### config.mk
export PLATFORM = sky130hd
export DESIGN_NAME = multdiv_issue_ctrl
export DESIGN_NICKNAME = d
export VERILOG_FILES = /design/src/rtl/multdiv_pkg.sv /design/src/rtl/multdiv_wait_counter.sv /design/src/rtl/multdiv_issue_ctrl.sv
export SDC_FILE = /design/constraint.sdc
export NUM_CORES = 1
export LEC_CHECK = 0
export ABC_AREA = 1
export CAP_MARGIN = 20
export CORE_UTILIZATION = 35
export CTS_CLUSTER_SIZE = 40
export DETAILED_ROUTE_END_ITERATION = 6
export GPL_TIMING_DRIVEN = 0
export MAX_ROUTING_LAYER = met4
export PLACE_DENSITY = 0.7
export SYNTH_ARGS = -nofsm -noshare
export SYNTH_HDL_FRONTEND = slang
export SYNTH_HIERARCHICAL = 1
export SYNTH_SLANG_ARGS = --single-unit
### constraint.sdc
create_clock -name clock -period 3.1 [get_ports clock]
set_input_delay 0.62 -clock clock [delete_from_list [all_inputs] [get_ports clock]]
set_output_delay 0.62 -clock clock [all_outputs]
set_load 0.1 [all_outputs]
### src/rtl/multdiv_pkg.sv
// -----------------------------------------------------------------------------
// multdiv_pkg
//   Shared definitions for the mult/div issue controller:
//     - state_e      : controller state encoding (IDLE, ISSUE, WAIT, DONE)
//     - DEF_WIDTH    : default operand/result width
//     - DEF_TAG_W    : default destination-register tag width
//     - DEF_TIMEOUT  : default number of WAIT cycles before an op is aborted
//     - CNT_W        : width of the WAIT-state cycle counter
// -----------------------------------------------------------------------------
package multdiv_pkg;

    localparam int DEF_WIDTH   = 32;
    localparam int DEF_TAG_W   = 5;
    localparam int DEF_TIMEOUT = 40;

    // Wide enough for TIMEOUT values up to 64.
    localparam int CNT_W = 6;

    typedef enum logic [1:0] {
        IDLE  = 2'd0,
        ISSUE = 2'd1,
        WAIT  = 2'd2,
        DONE  = 2'd3
    } state_e;

endpackage : multdiv_pkg

### src/rtl/multdiv_wait_counter.sv
// -----------------------------------------------------------------------------
// multdiv_wait_counter
//   Counts cycles spent waiting for a unit to finish. Synchronous clear wins
//   over enable. The terminal flag is raised while the count equals
//   TIMEOUT-1, i.e. during the TIMEOUT-th enabled cycle after a clear.
//
// Ports:
//   clock     in   system clock, rising edge
//   reset_n   in   asynchronous active-low reset (count -> 0)
//   clear     in   synchronous clear of the count
//   enable    in   increment the count this cycle
//   terminal  out  count == TIMEOUT-1
// -----------------------------------------------------------------------------
module multdiv_wait_counter
    import multdiv_pkg::*;
#(
    parameter int TIMEOUT = DEF_TIMEOUT
) (
    input  logic clock,
    input  logic reset_n,
    input  logic clear,
    input  logic enable,
    output logic terminal
);

    logic [CNT_W-1:0] count_q;

    // NOTE: sequential state is always written with non-blocking (<=) so every
    // register samples pre-edge values, independent of process ordering.
    always_ff @(posedge clock or negedge reset_n) begin
        if (!reset_n) begin
            count_q <= '0;
        end else if (clear) begin
            count_q <= '0;
        end else if (enable) begin
            count_q <= count_q + 1'b1;
        end
    end

    assign terminal = (count_q == CNT_W'(TIMEOUT - 1));

endmodule : multdiv_wait_counter

### src/rtl/multdiv_issue_ctrl.sv
// -----------------------------------------------------------------------------
// multdiv_issue_ctrl
//   Sequencer between the execute stage and the iterative multiplier/divider.
//   Accepts one request, latches its operands (held stable for the whole op,
//   since the divider reads them combinationally every cycle), pulses the
//   selected unit's start for one cycle, waits for that unit's resultRDY (or a
//   timeout), registers the result and hands it to writeback via valid/ready.
//
// Ports:
//   clock, reset_n                 clock / asynchronous active-low reset
//   in_valid, in_ready             request handshake from execute
//   in_is_div, in_opA, in_opB,     request payload (1 = divide, 0 = multiply)
//   in_tag
//   unit_opA, unit_opB             latched operands to both units
//   ctrl_MULT, ctrl_DIV            one-cycle start pulses
//   mult_result/exception/RDY      multiplier completion interface
//   div_result/exception/RDY       divider completion interface
//   out_valid, out_ready           result handshake to writeback
//   out_result, out_exception,     registered result payload
//   out_tag, out_timeout
//   busy                           pipeline stall, high whenever not IDLE
// -----------------------------------------------------------------------------
module multdiv_issue_ctrl
    import multdiv_pkg::*;
#(
    parameter int WIDTH   = DEF_WIDTH,
    parameter int TAG_W   = DEF_TAG_W,
    parameter int TIMEOUT = DEF_TIMEOUT
) (
    input  logic             clock,
    input  logic             reset_n,

    input  logic             in_valid,
    output logic             in_ready,
    input  logic             in_is_div,
    input  logic [WIDTH-1:0] in_opA,
    input  logic [WIDTH-1:0] in_opB,
    input  logic [TAG_W-1:0] in_tag,

    output logic [WIDTH-1:0] unit_opA,
    output logic [WIDTH-1:0] unit_opB,
    output logic             ctrl_MULT,
    output logic             ctrl_DIV,

    input  logic [WIDTH-1:0] mult_result,
    input  logic             mult_exception,
    input  logic             mult_resultRDY,
    input  logic [WIDTH-1:0] div_result,
    input  logic             div_exception,
    input  logic             div_resultRDY,

    output logic             out_valid,
    input  logic             out_ready,
    output logic [WIDTH-1:0] out_result,
    output logic             out_exception,
    output logic [TAG_W-1:0] out_tag,
    output logic             out_timeout,
    output logic             busy
);

    state_e state_q, state_d;

    logic             is_div_q;
    logic [TAG_W-1:0] tag_q;
    logic [WIDTH-1:0] op_a_q, op_b_q;

    logic [WIDTH-1:0] result_q;
    logic             exception_q;
    logic [TAG_W-1:0] out_tag_q;
    logic             timeout_q;

    logic accept;
    logic sel_rdy;
    logic timeout_hit;
    logic in_issue, in_wait;

    // -------------------------------------------------------------------------
    // Handshake and selection
    // -------------------------------------------------------------------------
    assign in_issue = (state_q == ISSUE);
    assign in_wait  = (state_q == WAIT);

    assign in_ready = (state_q == IDLE) || ((state_q == DONE) && out_ready);
    assign accept   = in_valid && in_ready;

    // Only the unit that was started may complete the op; the other unit's
    // RDY can be stale from an earlier operation.
    assign sel_rdy = is_div_q ? div_resultRDY : mult_resultRDY;

    // -------------------------------------------------------------------------
    // Wait counter: cleared in ISSUE, so the first WAIT cycle sees count 0.
    // -------------------------------------------------------------------------
    multdiv_wait_counter #(
        .TIMEOUT (TIMEOUT)
    ) u_wait_counter (
        .clock    (clock),
        .reset_n  (reset_n),
        .clear    (in_issue),
        .enable   (in_wait),
        .terminal (timeout_hit)
    );

    // -------------------------------------------------------------------------
    // State machine
    // -------------------------------------------------------------------------
    always_ff @(posedge clock or negedge reset_n) begin
        if (!reset_n) begin
            state_q <= IDLE;
        end else begin
            state_q <= state_d;
        end
    end

    // NOTE: state_d gets a default before the case so no path leaves it
    // unassigned, which would otherwise infer a latch.
    always_comb begin
        state_d = state_q;
        unique case (state_q)
            IDLE:  if (in_valid) state_d = ISSUE;
            // RDY is deliberately not looked at here: it may still be high
            // from the previous op's unit.
            ISSUE: state_d = WAIT;
            WAIT:  if (sel_rdy || timeout_hit) state_d = DONE;
            DONE: begin
                if (out_ready) state_d = in_valid ? ISSUE : IDLE;
            end
            default: state_d = IDLE;
        endcase
    end

    // -------------------------------------------------------------------------
    // Request capture: operands only move on acceptance.
    // -------------------------------------------------------------------------
    // NOTE: these are plain flops, not a memory, so they take the async reset;
    // the unit operand outputs are required to read 0 while in reset.
    always_ff @(posedge clock or negedge reset_n) begin
        if (!reset_n) begin
            op_a_q   <= '0;
            op_b_q   <= '0;
            is_div_q <= 1'b0;
            tag_q    <= '0;
        end else if (accept) begin
            op_a_q   <= in_opA;
            op_b_q   <= in_opB;
            is_div_q <= in_is_div;
            tag_q    <= in_tag;
        end
    end

    // -------------------------------------------------------------------------
    // Result capture: written only on leaving WAIT, held through DONE.
    // A real completion beats a timeout in the same cycle.
    // -------------------------------------------------------------------------
    always_ff @(posedge clock or negedge reset_n) begin
        if (!reset_n) begin
            result_q    <= '0;
            exception_q <= 1'b0;
            out_tag_q   <= '0;
            timeout_q   <= 1'b0;
        end else if (in_wait) begin
            if (sel_rdy) begin
                result_q    <= is_div_q ? div_result    : mult_result;
                exception_q <= is_div_q ? div_exception : mult_exception;
                out_tag_q   <= tag_q;
                timeout_q   <= 1'b0;
            end else if (timeout_hit) begin
                result_q    <= '0;
                exception_q <= 1'b1;
                out_tag_q   <= tag_q;
                timeout_q   <= 1'b1;
            end
        end
    end

    // -------------------------------------------------------------------------
    // Outputs: all decoded from registered state, so nothing from in_* reaches
    // out_* within a cycle.
    // -------------------------------------------------------------------------
    assign unit_opA      = op_a_q;
    assign unit_opB      = op_b_q;
    assign ctrl_DIV      = in_issue &&  is_div_q;
    assign ctrl_MULT     = in_issue && !is_div_q;

    assign out_valid     = (state_q == DONE);
    assign out_result    = result_q;
    assign out_exception = exception_q;
    assign out_tag       = out_tag_q;
    assign out_timeout   = timeout_q;
    assign busy          = (state_q != IDLE);

endmodule : multdiv_issue_ctrl

==> results.ini, run 1 <==
[min_path]
hold_class = in2async

[clock_network]
cts.sinks = 117
clock_latency_ns = 0.42
clk_pin_slew_worst_paths_ns = 0.05
cts_buffers = 17
cts.path.max_buffers = 2
post_cts_buffers = 0
ctsHtreeMaxLevel = 4
cts.hold.buffers_added = 0
tritoncts = yes
clockRootBuffer = clkbuf_16

[yosys]
synth-edff-count = 0
synth_ff_type = dfrtp_1
ys_ff_latch = 117
postSynthAreaPerCell_um2 = 8.89
syn_nets = 741
syn_inst = 592
synthesis.area_um2 = 5260
yosys_warnings = 6
synth_seq_area_share_pct = 55.7
async_flop_share_pct = 100
synth_cell_type_count = 29

[timing]
finalCriticalPeriod_ns = 3.01
max_freq_ghz = 0.332
rsz0062_at_grt = no
tightest_slew_ns = 1.03
setup_viol = 0
finalHoldViolCount = 0
fin_crit_sh_pct = 97.1
slew_violations = 0
hold_slack_ns = 0.167
clock_skew_ns = 0.00835
maxSlewHeadroom_pct = 31.2

[global_routing]
antenna_found_initial = 0
grt_pass1_wl_mm = 25.9
grt_usage_pct = 22.1
grt_max_degree = 61
grt_pass1_vias = 4944
gr-total-overflow = 0

[drt]
wl_per_cell_um = 15.1
drtAntennaViolNets = 0
drt_wl_total_mm = 16.0
drc_errors = 0
vias_per_cell = 4.68
drt_iter0_drc = 220
dr.pass1.iters = 4
vias = 4950

[floorplanning]
io_pins = 250
die_h_um = 125
fp.dieW_um = 125
die_area_um2 = 15500
coreArea_um2 = 14600
start_util_pct = 36.1
rows = 44

[finish]
area_delta_synth_final_pct = 63.5
final_common_cell = clkdlybuf4s50_1
num_antenna_cells = 0
nets = 1009
drive_above_1_share_pct = 11.8
final_cell_mix = clkdlybuf4s50_1, nand2_1, dfrtp_1

[setup_path]
start_kind = flip-flop
cp_common_cell = inv_1
critPathCaptureType = output pin
cp_max_fo = 7
cpPeakStageDelay_ns = 0.86
critPathKind = reg2out
crit_required_ns = 2.48
path_cells = inv_1 -> ha_1 -> nand2_1 -> inv_1 -> dlygate4sd2_1
cp_slowest_cell = dlygate4sd2_1
worstPathArrival_ns = 2.39

[run]
maxCapViolations = 0

[place]
place_hpwl_mm = 11.9
portBuffers = 248
place_congestion = 0.821

[status]
status = finished clean

worst paths after layout:
path / from / end / slack (ns) / cells past startpoint
hold reg to reg: unit_opA[25] / unit_opA[25] / 0.47 / 2
setup / recovery: state_q[1] / ctrl_DIV / 0.09 / 5
min in group clock: unit_opA[25] / unit_opA[25] / 0.47 / 2
max in group asynchronous: reset_n / unit_opA[19] / 2.25 / 2
setup reg to reg: state_q[0] / unit_opA[26] / 1.25 / 7
hold / removal: reset_n / out_result[2] / 0.17 / 1
critical path, delay by kind of cell, from the launching register on:
family,cells,cell delay (ns)
DFF,1,0.44
buffers and inverters,3,1.05
and+or+nand+nor,1,0.13
adders and majority gates,1,0.37
Yosys cell counts (all sizes together), types with 2 or more instances:
library cell  count  area share [%]
or2              32             3.8
o21ai            68             6.5
nand3            80             8.2
buf              27             4.0
ha                7             1.7
nand4             4            0.48
nor2              9            0.93
a21oi             5            0.55
dfrtp           117              56
nand2           204              15
inv              24             1.7
clkbuf            9            0.64
nor3              2            0.19
per-stage QoR:
step | setup WS, ns | utilization, % | setup TNS, ns | instances | instance area [um^2]
after floorplan | 0.366 | - | 0 | 592 | 5260
after global placement | -3.35 | 54.6 | -390.89 | 1024 | 7970
after detailed placement | -0.263 | 54.8 | -0.263 | 1025 | 8000
after CTS | 0.0383 | 59.0 | 0 | 1057 | 8600
after global routing | 0.00244 | 58.9 | 0 | 1057 | 8600
final | 0.0894 | 58.9 | 0 | 1057 | 8600
flip-flops by register name (all words and copies together) (netlist names):
| register | count |
|---|---|
| out_timeout | 1 |
| out_tag | 5 |
| unit_opB | 32 |
| out_exception | 1 |
| unit_opA | 32 |
| out_result | 32 |
| tag_q | 5 |
| is_div_q | 1 |
| u_wait_counter/count_q | 6 |
| state_q | 2 |
kinds of logic after synthesis:
| family | after synthesis | share of synthesized area (%) |
|---|---|---|
| adder cells (fa/ha/maj) | 7 | 1.67 |
| buffers and inverters | 60 | 6.37 |
| flip-flops | 117 | 55.7 |
| AO/OA/AOI/OAI | 74 | 7.30 |
| XOR/XNOR | 1 | 0.167 |
| AND/OR/NAND/NOR | 333 | 28.8 |
what timing repair did:
| action | CTS | global route |
|---|---|---|
| gates resized for setup | 6 | 2 |
| setup endpoints to repair | 4 | 1 |
| cloned | 0 | 0 |
| pin swaps | 0 | 0 |
cell type report:
| class | count | area [um^2] |
|---|---|---|
| plain buffers | 36 | 245 |
| clock buffers | 23 | 478 |
| clock inverters | 9 | 125 |
| fillers | 1276 | 5990 |
| inverters | 24 | 90.1 |
| multi-input cells | 415 | 2000 |
| flip-flops and latches | 117 | 2930 |
| well taps | 184 | 230 |
| repair buffers | 249 | 2500 |
per-layer routing:
layer | track usage [%] | vias up | routed length, um
met3 | 8.20 | 21 | 1440
met5 | - | - | 0
li1 | - | 2452 | -
met4 | 8.29 | 0 | 292
met1 | 25.9 | 2262 | 6810
met2 | 34.6 | 215 | 7450
Power of run 1 is left out: the tool's default activity adds up to more than one toggle a clock period on the data nets, which glitch-free logic cannot reach.
==> inputs of run 2 (changes only) <==
Settings changed: CAP_MARGIN 20 to 10.
==> results of run 2 <==
No change in the layout: final DEF, timing and power equal those of run 1.
Power of run 2 is left out for the same reason.
==> variant 1 (settings of run 2) <==
Re-encode `state_e` (4 states) as Gray code, 2 bits wide.
--- a/src/rtl/multdiv_pkg.sv
+++ b/src/rtl/multdiv_pkg.sv
@@ -17,10 +17,10 @@
     localparam int CNT_W = 6;
 
     typedef enum logic [1:0] {
-        IDLE  = 2'd0,
-        ISSUE = 2'd1,
-        WAIT  = 2'd2,
-        DONE  = 2'd3
+        IDLE  = 2'b00,
+        ISSUE = 2'b01,
+        WAIT  = 2'b11,
+        DONE  = 2'b10
     } state_e;
 
 endpackage : multdiv_pkg
Function: same outputs for any inputs over 10 cycles, from zero or initial values and one cycle with reset_n low; not proved beyond that.
==> variant 1 against run 2 <==
  * Core utilization fell by 0.44 points
  * Final area fell by 0.74%
  * Sequential cell count did not move
  * Synthesized area fell by 0.29%
  * Routed wire length rose by 2.4%
  * Critical path type is now input port to primary output
  * Critical endpoint is now in_ready
  * Worst setup slack improved by 150 ps
  * Highest routed layer unchanged
Power is not shown: default switching activity piles up to over one toggle a cycle in this logic, so the estimate is an artifact.
==> variant 1: results (changes against run 2) <==
| Metric | Value |
|---|---|
| CP arrival | `2240 ps (-150 ps)` |
| Syn_nets | `791 (+6.7%)` |
| First-pass GRT wire length | `26.77 mm (+3.2%)` |
| Vias | `5181 (+4.7%)` |
| Slew headroom | `29.24% (-1.9 points)` |
| Met2 GRT Util | `35.46% (+0.81 points)` |
| Max incr delay on CP | `580 ps (-280 ps)` |
| Area contributors post-synth | `dfrtp_1, nand2_1, nand3_1` |
| M3 GR Usage | `9.880% (+1.7 points)` |
| DP HPWL | `12.29 mm (+3.2%)` |
| Reg2Reg Depth | `9 (+2)` |
| Synth Area in Compound Gates | `0.7156% (-6.6 points)` |
| GPL Wtd Cong | `0.8266 (+0.73%)` |
| Total track usage | `22.85% (+0.72 points)` |
| Largest net degree at the start of global routing | `67 (+9.8%)` |
| Met3 wire len | `1.696 mm (+18%)` |
| Fin nets | `1059 (+5.0%)` |
| Post-Synth XOR/XNOR Area | `0.1670% (+0.00048 points)` |
| Layout cells sized above 1 | `8.639% (-3.2 points)` |
| Crit-path slowest cell | `clkdlybuf4s15_2` |
| Drt first-iter violations | `204 (-7.3%)` |
| Synth Area in Adders | `0.2385% (-1.4 points)` |
| Max Fanout on Critical Path | `10 (+3)` |
| Status | `complete, no violations` |
| Routed wl met2 | `7.608 mm (+2.1%)` |
| Dpl cell area | `7986 um^2 (-0.19%)` |
-- variant 1: cell count changes in the layout (fill, tap and decap cells not counted), moves of 7 or more --
| cell | run 2 | this run |
|---|---|---|
| o21ai_0 | 34 | 1 |
| o21ai_1 | 33 | 1 |
| buf_2 | 13 | 24 |
| inv_1 | 22 | 15 |
| nand2_1 | 199 | 329 |
| nand3_1 | 77 | 111 |
| or2_2 | 28 | 0 |
-- variant 1: final timing paths --
check / from / to / slack, ps
worst max-delay path: out_ready / in_ready / 240
worst min-delay path: reset_n / unit_opA[16] / 160
worst max register to register: u_wait_counter/count_q[0] / out_result[16] / 1490
worst min register to register: out_result[23] / out_result[23] / 460
max in group asynchronous: reset_n / out_result[31] / 2230
min in group clock: out_result[23] / out_result[23] / 460
-- variant 1: final cells by class --
| class | instances | area [um^2] |
|---|---|---|
| Clock inverter | 5 | 75.07 |
| Multi-Input combinational cell | 471 | 2006 |
| Fill cell | 1347 | 6055 |
| Inverter | 20 | 75.07 |
| Buffer | 40 | 236.5 |
| Timing Repair Buffer | 249 | 2502 |
| Clock buffer | 24 | 481.7 |
| Sequential cell | 117 | 2928 |
| Tap cell | 184 | 230.2 |
-- variant 1: through the flow --
stage / hold WS [ps] / instances / setup slack (ps) / TNS (ps)
after global routing: 176.8 / 1110 / 129.1 / 0
after detailed placement: 457.2 / 1081 / -366.0 / -366.0
after floorplan: 324.4 / 648 / 378.7 / 0
final: 158.9 / 1110 / 239.4 / 0
after CTS: 168.8 / 1110 / 54.17 / 0
after global placement: 452.9 / 1080 / -3257 / -380090
-- variant 1: worst max-delay path, delay by kind of cell --
family        cells  cell delay, ps
buf+inv           5            1500
simple gates      2             120
-- variant 1: repair_timing --
action                     CTS  global route
setup endpoints to repair    3             2
hold buffers                 0             0
resized for setup            5             4
==> variant 2 (config.mk and constraints of run 2) <==
Without the edit above. Change the package constant `CNT_W` from 6 to 12.
--- a/src/rtl/multdiv_pkg.sv
+++ b/src/rtl/multdiv_pkg.sv
@@ -14,7 +14,7 @@
     localparam int DEF_TIMEOUT = 40;
 
     // Wide enough for TIMEOUT values up to 64.
-    localparam int CNT_W = 6;
+    localparam int CNT_W = 12;
 
     typedef enum logic [1:0] {
         IDLE  = 2'd0,
Function: same outputs for any inputs over 4 cycles, from zero or initial values and one cycle with reset_n low; that may be too few to reach the edited logic, so the function may still have changed.
==> variant 2 against run 2 <==
  * Sequential cell count increased by 6
  * Largest cell class unchanged
  * Routed wire length increased by 1.1%
  * Synthesized area increased by 6.5%
  * Final area increased by 3.6%
  * Worst setup slack improved by 140 ps
  * Critical path type unchanged
  * Highest routed layer unchanged
  * Maximum frequency increased by 4.9%
Power is left out: the tool's default activity adds up to more than one toggle a clock period on the data nets, which glitch-free logic cannot reach.
==> variant 2: results (changes against run 2) <==
| Metric | Value |
|---|---|
| Syn_nets | `787 (+6.2%)` |
| Final-layout fill cell count | `1411 (+11%)` |
| Sequential share of the synthesized area | `54.96% (-0.70 points)` |
| Global-route met1 utilization | `25.19% (-0.69 points)` |
| Worst r2r src | `state_q[0]` |
| Drt wl/cell | `14.31 um (-5.4%)` |
| Area contributors post-synth | `dfrtp_1, nand2_1, nand3_1` |
| Synth Area in Adders | `1.564% (-0.10 points)` |
| Metal-1 WL | `6.985 mm (+2.6%)` |
| Worst flop-to-flop path endpoint | `u_wait_counter/count_q[11]` |
| Vias in the first global route | `5064 (+2.4%)` |
| Status | `complete, no violations` |
| Final hold slack | `76.30 ps (-90.37 ps)` |
| Critical Path Sink | `out_valid` |
| Worst clock skew | `5.536 ps (-2.819 ps)` |
| Reg2Reg Depth | `9 (+2)` |
| Layout cells sized above 1 | `12.30% (+0.50 points)` |
| Distinct cells, synth | `31 (+6.9%)` |
| Largest net degree at the start of global routing | `94 (+54%)` |
| Pre-antenna DRT Iters | `6 (+2)` |
| CTS resizes | `6 (unchanged)` |
| Tcrit/Tclk final | `92.61% (-4.5 points)` |
| First-pass GRT wire length | `25.85 mm (-0.32%)` |
| Max Fanout on Critical Path | `6 (-1)` |
| Slew headroom | `30.47% (-0.69 points)` |
| CP arrival | `2250 ps (-140 ps)` |
| Via density per instance | `4.590 (-2.0%)` |
| N_diodes | `0 (unchanged)` |
| Synth Area in Compound Gates | `7.596% (+0.29 points)` |
| M3 GR Usage | `7.235% (-0.97 points)` |
| Drt first-iter violations | `213 (-3.2%)` |
| DP HPWL | `11.90 mm (about the same)` |
| Worst-path clk slew | `60 ps` |
| Total track usage | `20.97% (-1.2 points)` |
| Routed wl met2 | `7.490 mm (+0.52%)` |
| R2R Setup Slk | `1230 ps (-20 ps)` |
| Post-Synth XOR/XNOR Area | `0% (-0.17 points)` |
| GPL Wtd Cong | `0.8024 (-2.2%)` |
| Place WS | `-263.1 ps (-0.4780 ps)` |
| Syn_area_per_cell | `8.778 um^2 (-1.2%)` |
| Fin nets | `1055 (+4.6%)` |
| Post-synth top cells | `nand2_1, dfrtp_1, nand3_1, o21ai_0, o21ai_1` |
| Met3 wire len | `1.462 mm (+1.5%)` |
| Met2 GRT Util | `32.75% (-1.9 points)` |
## variant 2: stage by stage
step	std cells	setup TNS [ps]	cell area, um^2	utilization, %
floorplan	638	0	5600	-
global placement	1097	-441650	8347	54.10
detailed placement	1098	-263.1	8376	54.29
CTS	1130	0	8914	57.78
global route	1130	0	8906	57.73
finish	1130	0	8906	57.73
## variant 2: worst max-delay path, stage by stage (launching register included)
cell,delay (ps)
dfrtp_1,440
ha_1,210
clkdlybuf4s50_1,1190
## variant 2: kinds of logic after synthesis
kind of cell             count (synthesis)
AND/OR/NAND/NOR                        364
buffers and inverters                   63
AO/OA/AOI/OAI                           81
flip-flops                             123
adder cells (fa/ha/maj)                  7
## variant 2: final cells by class
cell class | count | area share [%]
plain buffers | 36 | 2.754
clock buffers | 18 | 4.931
clock inverters | 14 | 1.138
inverters | 27 | 1.138
multi-input cells | 452 | 24.43
flip-flops and latches | 123 | 34.56
well taps | 211 | 2.964
repair buffers | 249 | 28.08
